<file path="config.mk">
export PLATFORM = sky130hd
export DESIGN_NAME = dmem_access_ctrl
export DESIGN_NICKNAME = d
export VERILOG_FILES = /design/src/rtl/dmem_access_ctrl.sv
export SDC_FILE = /design/constraint.sdc
export NUM_CORES = 1
export LEC_CHECK = 0
export BUFFER_PORTS_ARGS = -buffer_cell sky130_fd_sc_hd__buf_2
export CAP_MARGIN = 5
export CORE_MARGIN = 10
export CORE_UTILIZATION = 48
export CTS_CLUSTER_DIAMETER = 30
export DETAILED_ROUTE_END_ITERATION = 6
export PLACE_DENSITY = 0.87
export SETUP_SLACK_MARGIN = 0.3
export SYNTH_ARGS = -nofsm -noshare
export SYNTH_HDL_FRONTEND = slang
export SYNTH_SLANG_ARGS = --single-unit
</file>
<file path="constraint.sdc">
create_clock -name clk -period 6.3 [get_ports clk]
set_input_delay 1.89 -clock clk [delete_from_list [all_inputs] [get_ports clk]]
set_output_delay 1.89 -clock clk [all_outputs]
set_load 0.005 [all_outputs]
</file>
<file path="src/rtl/dmem_access_ctrl.sv">
// dmem_access_ctrl: shares one synchronous single-port data memory between the
// CPU load/store unit (c_*) and the debug/loader port (d_*). It decodes MIPS
// load/store opcodes, formats load data with sign/zero extension, and performs
// read-modify-write for sb/sh. Ports are granted round-robin, and only one
// access is outstanding at a time.
// Optional feature: define DMEM_ALIGN_CHECK_EN to reject misaligned lw/lh/lhu/sh
// with err, without touching memory.
module dmem_access_ctrl #(
  parameter int MEM_AW = 5
) (
  input  logic              clk,
  input  logic              reset,
  input  logic              c_req,
  input  logic [5:0]        c_op,
  input  logic [31:0]       c_addr,
  input  logic [31:0]       c_wdata,
  output logic              c_ack,
  output logic [31:0]       c_rdata,
  output logic              c_err,
  input  logic              d_req,
  input  logic [5:0]        d_op,
  input  logic [31:0]       d_addr,
  input  logic [31:0]       d_wdata,
  output logic              d_ack,
  output logic [31:0]       d_rdata,
  output logic              d_err,
  output logic [MEM_AW-1:0] mem_addr,
  output logic              mem_re,
  input  logic [31:0]       mem_rdata,
  output logic              mem_we,
  output logic [31:0]       mem_wdata
);

  localparam logic [5:0] OP_LB  = 6'b100000;
  localparam logic [5:0] OP_LH  = 6'b100001;
  localparam logic [5:0] OP_LW  = 6'b100011;
  localparam logic [5:0] OP_LBU = 6'b100100;
  localparam logic [5:0] OP_LHU = 6'b100101;
  localparam logic [5:0] OP_SB  = 6'b101000;
  localparam logic [5:0] OP_SH  = 6'b101001;
  localparam logic [5:0] OP_SW  = 6'b101011;

  typedef enum logic [2:0] {IDLE, RD, RSP, MRG, WR, ERR} state_t;

  state_t             state, state_nxt;
  logic               gnt_d;
  logic               prio_d;
  logic [5:0]         op_q;
  logic [MEM_AW+1:0]  addr_q;
  logic [31:0]        wdata_q;

  logic               any_req, pick_d, sel_bad, access_done;
  logic [5:0]         sel_op;
  logic [MEM_AW+1:0]  sel_addr;
  logic [31:0]        sel_wdata;
  logic               resp_ack, resp_err;
  logic [31:0]        resp_rdata;

  // Address bits above the memory size are intentionally dropped (addresses wrap).
  logic unused_addr_hi;
  assign unused_addr_hi = ^{c_addr[31:MEM_AW+2], d_addr[31:MEM_AW+2]};

  function automatic logic is_legal(input logic [5:0] op);
    case (op)
      OP_LB, OP_LH, OP_LW, OP_LBU, OP_LHU, OP_SB, OP_SH, OP_SW: is_legal = 1'b1;
      default:                                                  is_legal = 1'b0;
    endcase
  endfunction

  // Selects the addressed lane of a memory word and extends it to 32 bits.
  function automatic logic [31:0] load_format(input logic [5:0]  op,
                                              input logic [1:0]  lo,
                                              input logic [31:0] word);
    logic [7:0]  b;
    logic [15:0] h;
    b = word[{lo, 3'b000} +: 8];
    h = lo[1] ? word[31:16] : word[15:0];
    case (op)
      OP_LB:   load_format = {{24{b[7]}}, b};
      OP_LBU:  load_format = {24'h0, b};
      OP_LH:   load_format = {{16{h[15]}}, h};
      OP_LHU:  load_format = {16'h0, h};
      default: load_format = word;
    endcase
  endfunction

  // Replaces the byte (sb) or halfword (sh) lane of the old word with store data.
  function automatic logic [31:0] store_merge(input logic [5:0]  op,
                                              input logic [1:0]  lo,
                                              input logic [31:0] word,
                                              input logic [31:0] data);
    store_merge = word;
    if (op == OP_SB) store_merge[{lo, 3'b000} +: 8] = data[7:0];
    else             store_merge[{lo[1], 4'b0000} +: 16] = data[15:0];
  endfunction

  // Round-robin pick between the two requesters and decode of the winner's request.
  always_comb begin
    any_req   = c_req | d_req;
    pick_d    = d_req & (~c_req | prio_d);
    sel_op    = pick_d ? d_op : c_op;
    sel_addr  = pick_d ? d_addr[MEM_AW+1:0] : c_addr[MEM_AW+1:0];
    sel_wdata = pick_d ? d_wdata : c_wdata;
    sel_bad   = ~is_legal(sel_op);
`ifdef DMEM_ALIGN_CHECK_EN
    if (sel_op == OP_LW && sel_addr[1:0] != 2'b00) sel_bad = 1'b1;
    if ((sel_op == OP_LH || sel_op == OP_LHU || sel_op == OP_SH) && sel_addr[0]) sel_bad = 1'b1;
`endif
  end

  assign access_done = (state == RSP) || (state == MRG) || (state == WR) || (state == ERR);

  // State register plus the latched copy of the granted request and the tie-break pointer.
  always_ff @(posedge clk) begin
    if (reset) begin
      state   <= IDLE;
      gnt_d   <= 1'b0;
      prio_d  <= 1'b0;
      op_q    <= '0;
      addr_q  <= '0;
      wdata_q <= '0;
    end else begin
      state <= state_nxt;
      if (state == IDLE && any_req) begin
        gnt_d   <= pick_d;
        op_q    <= sel_op;
        addr_q  <= sel_addr;
        wdata_q <= sel_wdata;
      end
      if (access_done) prio_d <= ~gnt_d;
    end
  end

  // Next-state sequencing: read first for loads and sub-word stores, direct write for sw.
  always_comb begin
    state_nxt = state;
    case (state)
      IDLE: begin
        if (any_req) begin
          if (sel_bad)              state_nxt = ERR;
          else if (sel_op == OP_SW) state_nxt = WR;
          else                      state_nxt = RD;
        end
      end
      RD:      state_nxt = op_q[3] ? MRG : RSP;
      RSP:     state_nxt = IDLE;
      MRG:     state_nxt = IDLE;
      WR:      state_nxt = IDLE;
      ERR:     state_nxt = IDLE;
      default: state_nxt = IDLE;
    endcase
  end

  // Memory strobes and responses; everything is forced low while reset is asserted.
  always_comb begin
    mem_re     = 1'b0;
    mem_we     = 1'b0;
    mem_addr   = '0;
    mem_wdata  = '0;
    resp_ack   = 1'b0;
    resp_err   = 1'b0;
    resp_rdata = '0;
    if (!reset) begin
      case (state)
        RD: begin
          mem_re   = 1'b1;
          mem_addr = addr_q[MEM_AW+1:2];
        end
        RSP: begin
          resp_ack   = 1'b1;
          resp_rdata = load_format(op_q, addr_q[1:0], mem_rdata);
        end
        MRG: begin
          mem_we    = 1'b1;
          mem_addr  = addr_q[MEM_AW+1:2];
          mem_wdata = store_merge(op_q, addr_q[1:0], mem_rdata, wdata_q);
          resp_ack  = 1'b1;
        end
        WR: begin
          mem_we    = 1'b1;
          mem_addr  = addr_q[MEM_AW+1:2];
          mem_wdata = wdata_q;
          resp_ack  = 1'b1;
        end
        ERR: begin
          resp_ack = 1'b1;
          resp_err = 1'b1;
        end
        default: ;
      endcase
    end
    c_ack   = resp_ack & ~gnt_d;
    c_err   = resp_err & ~gnt_d;
    c_rdata = gnt_d ? 32'h0 : resp_rdata;
    d_ack   = resp_ack & gnt_d;
    d_err   = resp_err & gnt_d;
    d_rdata = gnt_d ? resp_rdata : 32'h0;
  end

endmodule
</file>
After elaboration in Yosys (flattened, before gate mapping)
Cells that the tools add are included.
Cells by class
  $add $sub $neg: 2
  multipliers: 0
  div/mod/pow operators: 0
  order comparisons: 0
  equal/unequal tests: 19
  shift-type cells: 5
  muxes and demuxes: 30
  bitwise gates (word level): 9
  reduce and logical (&&, ||, !) cells: 9
Operators by type and width (number)
  $mux W32: 7
  $pmux W32 S4: 1
  $eq A6 B6 Y1 const B: 13
  $bwmux W32: 2
  $pmux W32 S2: 1
  $shift A16 B7 Y32 const A: 1
  $shift A8 B7 Y32 const A: 1
  $shiftx A16 B7 Y32: 1
  $shiftx A32 B6 Y8: 1
  $shiftx A8 B7 Y32: 1
  $mux W16: 1
  $neg A5 Y7: 2
  $mux W1: 10
  $mux W5: 2
  $mux W3: 3
  $reduce_or A8 Y1: 1
  $mux W7: 1
  $eq A3 B2 Y1 const B: 2
  $eq A3 B3 Y1 const B: 2
  $mux W6: 1
  $pmux W3 S2: 1
  $and A1 B1 Y1: 5
  $reduce_or A4 Y1: 1
  $eq A3 B1 Y1 const B: 1
  8 further kinds: 12
Storage, ports and cells
  register bits after elaboration: 50
  bits in latches: 0
  memory bits (writable): 0
  ROM bits: 0
  bits of input ports: 176
  output and inout bits: 107
  word-level logic and storage cells: 80
  memories kept: 0

Depth between registers and ports, before layout
  depth after elaboration: 10
  mapped depth: 8
  depth with buffers taken out: 6

Least setup slack after synthesis
No wires, ideal clock.
  path kind: input port to output port
  start point: in mem_rdata[31]
  end point: out c_rdata[10]
  arrival: 2990 ps
  data required time: 4410 ps
  path slack: 1420 ps
  cell stages on the path: 4
  path buffers: 0
  cell sequence: mux4_2 > a221o_2 > o21ai_0 > nor2_1
Between the ends
  word-level cells in the longest chain between the ends: 5
RTL lines
  start, declared: RTL line 29  | input logic [31:0] mem_rdata,
  $shiftx A32 B6 Y8: RTL line 76  | b = word[{lo, 3'b000} +: 8];
  $pmux W32 S4: RTL line 78  | case (op)
  $mux W32: RTL line 164  | case (state)
  $mux W32: RTL line 163  | if (!reset) begin
  $mux W32: RTL line 194  | c_rdata = gnt_d ? 32'h0 : resp_rdata;
  end, declared: RTL line 18  | output logic [31:0] c_rdata,
Every way passes these cells.

Worst setup path in the final report
  start point: in mem_rdata[23]
  end point: out c_rdata[12]
Same word-level chain as after synthesis.

==> results list <==
* Worst Reg-to-Reg Cells: 5
- Final standard cell area without fillers: around 5900 sq um
- Vertical die dimension: roughly 120 um
* CP Data Required Time: around 4.4 ns
- Effective utilization at floorplan: roughly half
- By area the synthesized netlist is led by sky130_fd_sc_hd__dfxtp_1, sky130_fd_sc_hd__nand2_1, sky130_fd_sc_hd__mux2_2.
* Total half-perimeter wirelength after legalization and detailed placement: between 15 and 20 mm
- Clock buffer count from CTS: 5
- Slew at the pin closest to its max-slew limit: 1.253 ns
* Post-synthesis area per instance: 6.941 sq um
- In the finished design, the share of the clock period the worst path needs comes to 84.73%.
* Clock tree sinks: 50
* Minimum setup slack among reg-to-reg paths: 3.80 ns
- Number of nets still failing antenna checks after routing: 0
* Result of the run: finished clean
- Max VDD drop: approximately 0.15 mV
- Counting flops and latches in the post-synthesis netlist gives 50.
- The first detailed-routing pass took 5 iterations.
* Number of buffers on the longest clock path: 2
* Worst R2R Start: state[1]
* Synth Net Count: 868
- After routing, the total negative slack on setup checks comes to 0 ns.
* Number of antenna repair diodes: 0
- Most area-hungry cell type in the Yosys netlist: sky130_fd_sc_hd__dfxtp_1
- Setup repair after global routing missed its margin: no
- Drt drc: 0
- The via count of the first global-routing pass was approximately 5700.
- Commonest non-fill, non-tap cells in the layout: sky130_fd_sc_hd__buf_2, sky130_fd_sc_hd__nand2_1, sky130_fd_sc_hd__nor2_1
- Ports: between 200 and 300
- Minimum clock period: 5.338 ns
* Setup fix buffers added after clock tree synthesis: 0
* Layout filler cell count: 928
- Ratio of cells with drive above 1 in the final layout: 36.51%
- The synthesized netlist occupies a cell area of 4768 sq um.
* Number of warnings issued by yosys: 0
- Measured along the x axis, the die boundary spans 119.7 um.
- The worst pin sits at a relative slew slack of 15.32%.
* Master cell of the clock root buffer: sky130_fd_sc_hd__clkbuf_8
* Deepest level of the CTS H-tree: 2
- CTS hold repair buffers: 0
- Worst Hold Path EP: addr_q[3]
- MaxCap Viol Count: 0
* Kind of launch point of the worst setup path: primary input
- Routability-driven placement finished with a final weighted congestion of 0.9503.
* Areal power density over the cells: 201.8 nW/um^2
- Counting flops with an async set or reset pin after synthesis yields a share of 0%.
- In this run the tool buffered the top-level ports with 232 buffer cells.
- Hold path depth: 2
- Total routed wirelength: approximately 20 mm
- Summed over its instances, the top area cell type makes up 20.99% of the synthesized netlist area.
- After global routing the overflow that remains totals 0.
- STA classifies the critical path endpoint as an output port.
* WL per Instance: 19.64 um
* Final Hold Fails: 0
* Data arrival time of the critical path: approximately 3.5 ns
- The worst hold path belongs to the class register to register.
- Counting distinct cell types in the post-synthesis netlist gives 49.
- For this run, the post-layout net count is between 1000 and 1500.
* Post-detailed-placement cell area: 5842 sq um
* Max Slew Vio Count: 0
- DRT iter0 DRCs: 487
* Peak Freq: 187.3 MHz
* Leakage power summed over all cells: approximately 2.7 nW
- Compared with the post-synthesis result, the final layout area differs by 24.32%.
* Cells after synthesis: 687
- Worst-path fanout max: 9
- Wire length of the first global-routing pass: 30.06 mm
- Sequential cells were found to cover between 20% and 30% of the synthesized design area.
* Clock Latency Late Sink: 0.30 ns
* Standard-cell row count: 36
* Global-route total usage across every layer: between 20% and 30%
- EDFF count, synth: 0
- Clock-pin slew was measured on the worst setup and hold paths at 0.09 ns.
- Setup violations remaining at the end of the flow were counted as 0.
- The die covers 14320 sq um.
- Via count of the routed design: between 5000 and 6000
- The worst register-to-register path ends at wdata_q[17].
- Entering global routing, the biggest net connects 48 pins.
- TritonCTS built the clock tree.
- Floorplan core area: 9729 sq um
- Post-CTS repair changed the size of 0 cells.
- Worst Hold Launch: addr_q[3]
- Number of vias per cell after detailed routing: just over 6
* Setup skew after layout: approximately 0.013 ns
* Kind of critical path: primary input to output port
- Most frequent standard cell in the layout excluding fill and tap cells: sky130_fd_sc_hd__buf_2
- Hold is met by 0.5030 ns.
- In the synthesized netlist the dominant register cell turns out to be sky130_fd_sc_hd__dfxtp_1.
- Total power: 1.196 mW
- Initial antenna violation count: 0
## worst max-delay path, stage by stage
cell,delay [ns]
sky130_fd_sc_hd__buf_2,0.15
sky130_fd_sc_hd__mux4_2,0.59
sky130_fd_sc_hd__a221o_2,0.42
sky130_fd_sc_hd__o21ai_0,0.16
sky130_fd_sc_hd__nor2_1,0.09
sky130_fd_sc_hd__buf_2,0.14
## cells in the mapped netlist, types with 2 or more instances
cell / n
sky130_fd_sc_hd__nor2_1: 90
sky130_fd_sc_hd__o21ai_0: 6
sky130_fd_sc_hd__buf_2: 21
sky130_fd_sc_hd__buf_4: 7
sky130_fd_sc_hd__dfxtp_1: 50
sky130_fd_sc_hd__buf_6: 2
sky130_fd_sc_hd__nand3b_1: 2
sky130_fd_sc_hd__a221o_2: 5
sky130_fd_sc_hd__a22o_1: 32
sky130_fd_sc_hd__a2111oi_1: 2
sky130_fd_sc_hd__nor2b_1: 2
sky130_fd_sc_hd__nand2b_1: 3
sky130_fd_sc_hd__nor3_1: 38
sky130_fd_sc_hd__nand3_1: 8
sky130_fd_sc_hd__a21oi_1: 50
sky130_fd_sc_hd__a22oi_1: 32
sky130_fd_sc_hd__nor3b_1: 3
sky130_fd_sc_hd__o21ai_1: 3
sky130_fd_sc_hd__and2_1: 6
sky130_fd_sc_hd__nand4b_1: 3
sky130_fd_sc_hd__nor4bb_1: 3
sky130_fd_sc_hd__a21o_2: 7
sky130_fd_sc_hd__o21a_1: 2
sky130_fd_sc_hd__nor4_1: 3
sky130_fd_sc_hd__clkbuf_1: 44
sky130_fd_sc_hd__buf_1: 5
sky130_fd_sc_hd__ha_1: 5
sky130_fd_sc_hd__a311oi_1: 45
sky130_fd_sc_hd__inv_1: 8
sky130_fd_sc_hd__mux2_2: 40
sky130_fd_sc_hd__nand2_1: 137
sky130_fd_sc_hd__a221o_1: 2
sky130_fd_sc_hd__nor4b_1: 4
sky130_fd_sc_hd__o21ai_2: 2
## cell type report
cell class	count	area, sq um	area share [%]
well taps	133	166.4	2.807
clock inverters	2	13.76	0.2322
repair buffers	244	1251	21.11
clock buffers	6	72.57	1.224
flip-flops and latches	50	1002	16.91
multi-input cells	550	3392	57.22
inverters	8	30.03	0.5065
## per-stage QoR
step,setup WS [ns],cells,util (%)
detailed placement,0.9659,985,60.04
floorplan,1.420,687,-
finish,0.9618,993,60.93
CTS,0.9641,993,60.93
global placement,0.9945,985,60.04
global route,0.7162,993,60.93
## cell families (layout without fill, tap and decap cells)
logic type	Yosys count	count (layout)	share of synthesized area, %
and+or+nand+nor	309	309	28.89
AOI/OAI and AO/OA	194	194	30.44
buffers and inverters	87	260	8.266
DFF	50	50	20.99
muxes	41	41	9.919
adders and majority gates	5	5	1.312
xor gates and xnor gates	1	1	0.1837
## registers in the layout, indices dropped and copies added, names as in the netlist
signal   cells
wdata_q     32
state        3
addr_q       7
gnt_d        1
prio_d       1
op_q         6
## how the worst max path moves through the flow
| stage | from | to |
|---|---|---|
| finish | mem_rdata[23] | c_rdata[12] |
| global route | addr_q[1] | mem_wdata[29] |
| CTS | mem_rdata[31] | c_rdata[12] |
| detailed placement | mem_rdata[31] | c_rdata[12] |
| global placement | mem_rdata[23] | c_rdata[12] |
| floorplan | mem_rdata[31] | c_rdata[10] |
## power by group
group	internal [mW]	switching, mW	leakage (nW)
sequential	0.375	0.104	0.415
clock	0.0786	0.107	0.0452
combinational	0.234	0.298	2.22
## per-layer routing
layer  vias up  GRT usage [%]  wire [um]
met5         -              0          0
met4         0          8.899        588
met3        49          6.798       2046
met2       340          41.02       8961
met1      2757          31.43       7904
li1       2847              -          -
Note: power is estimated with default switching activity, not from simulation.
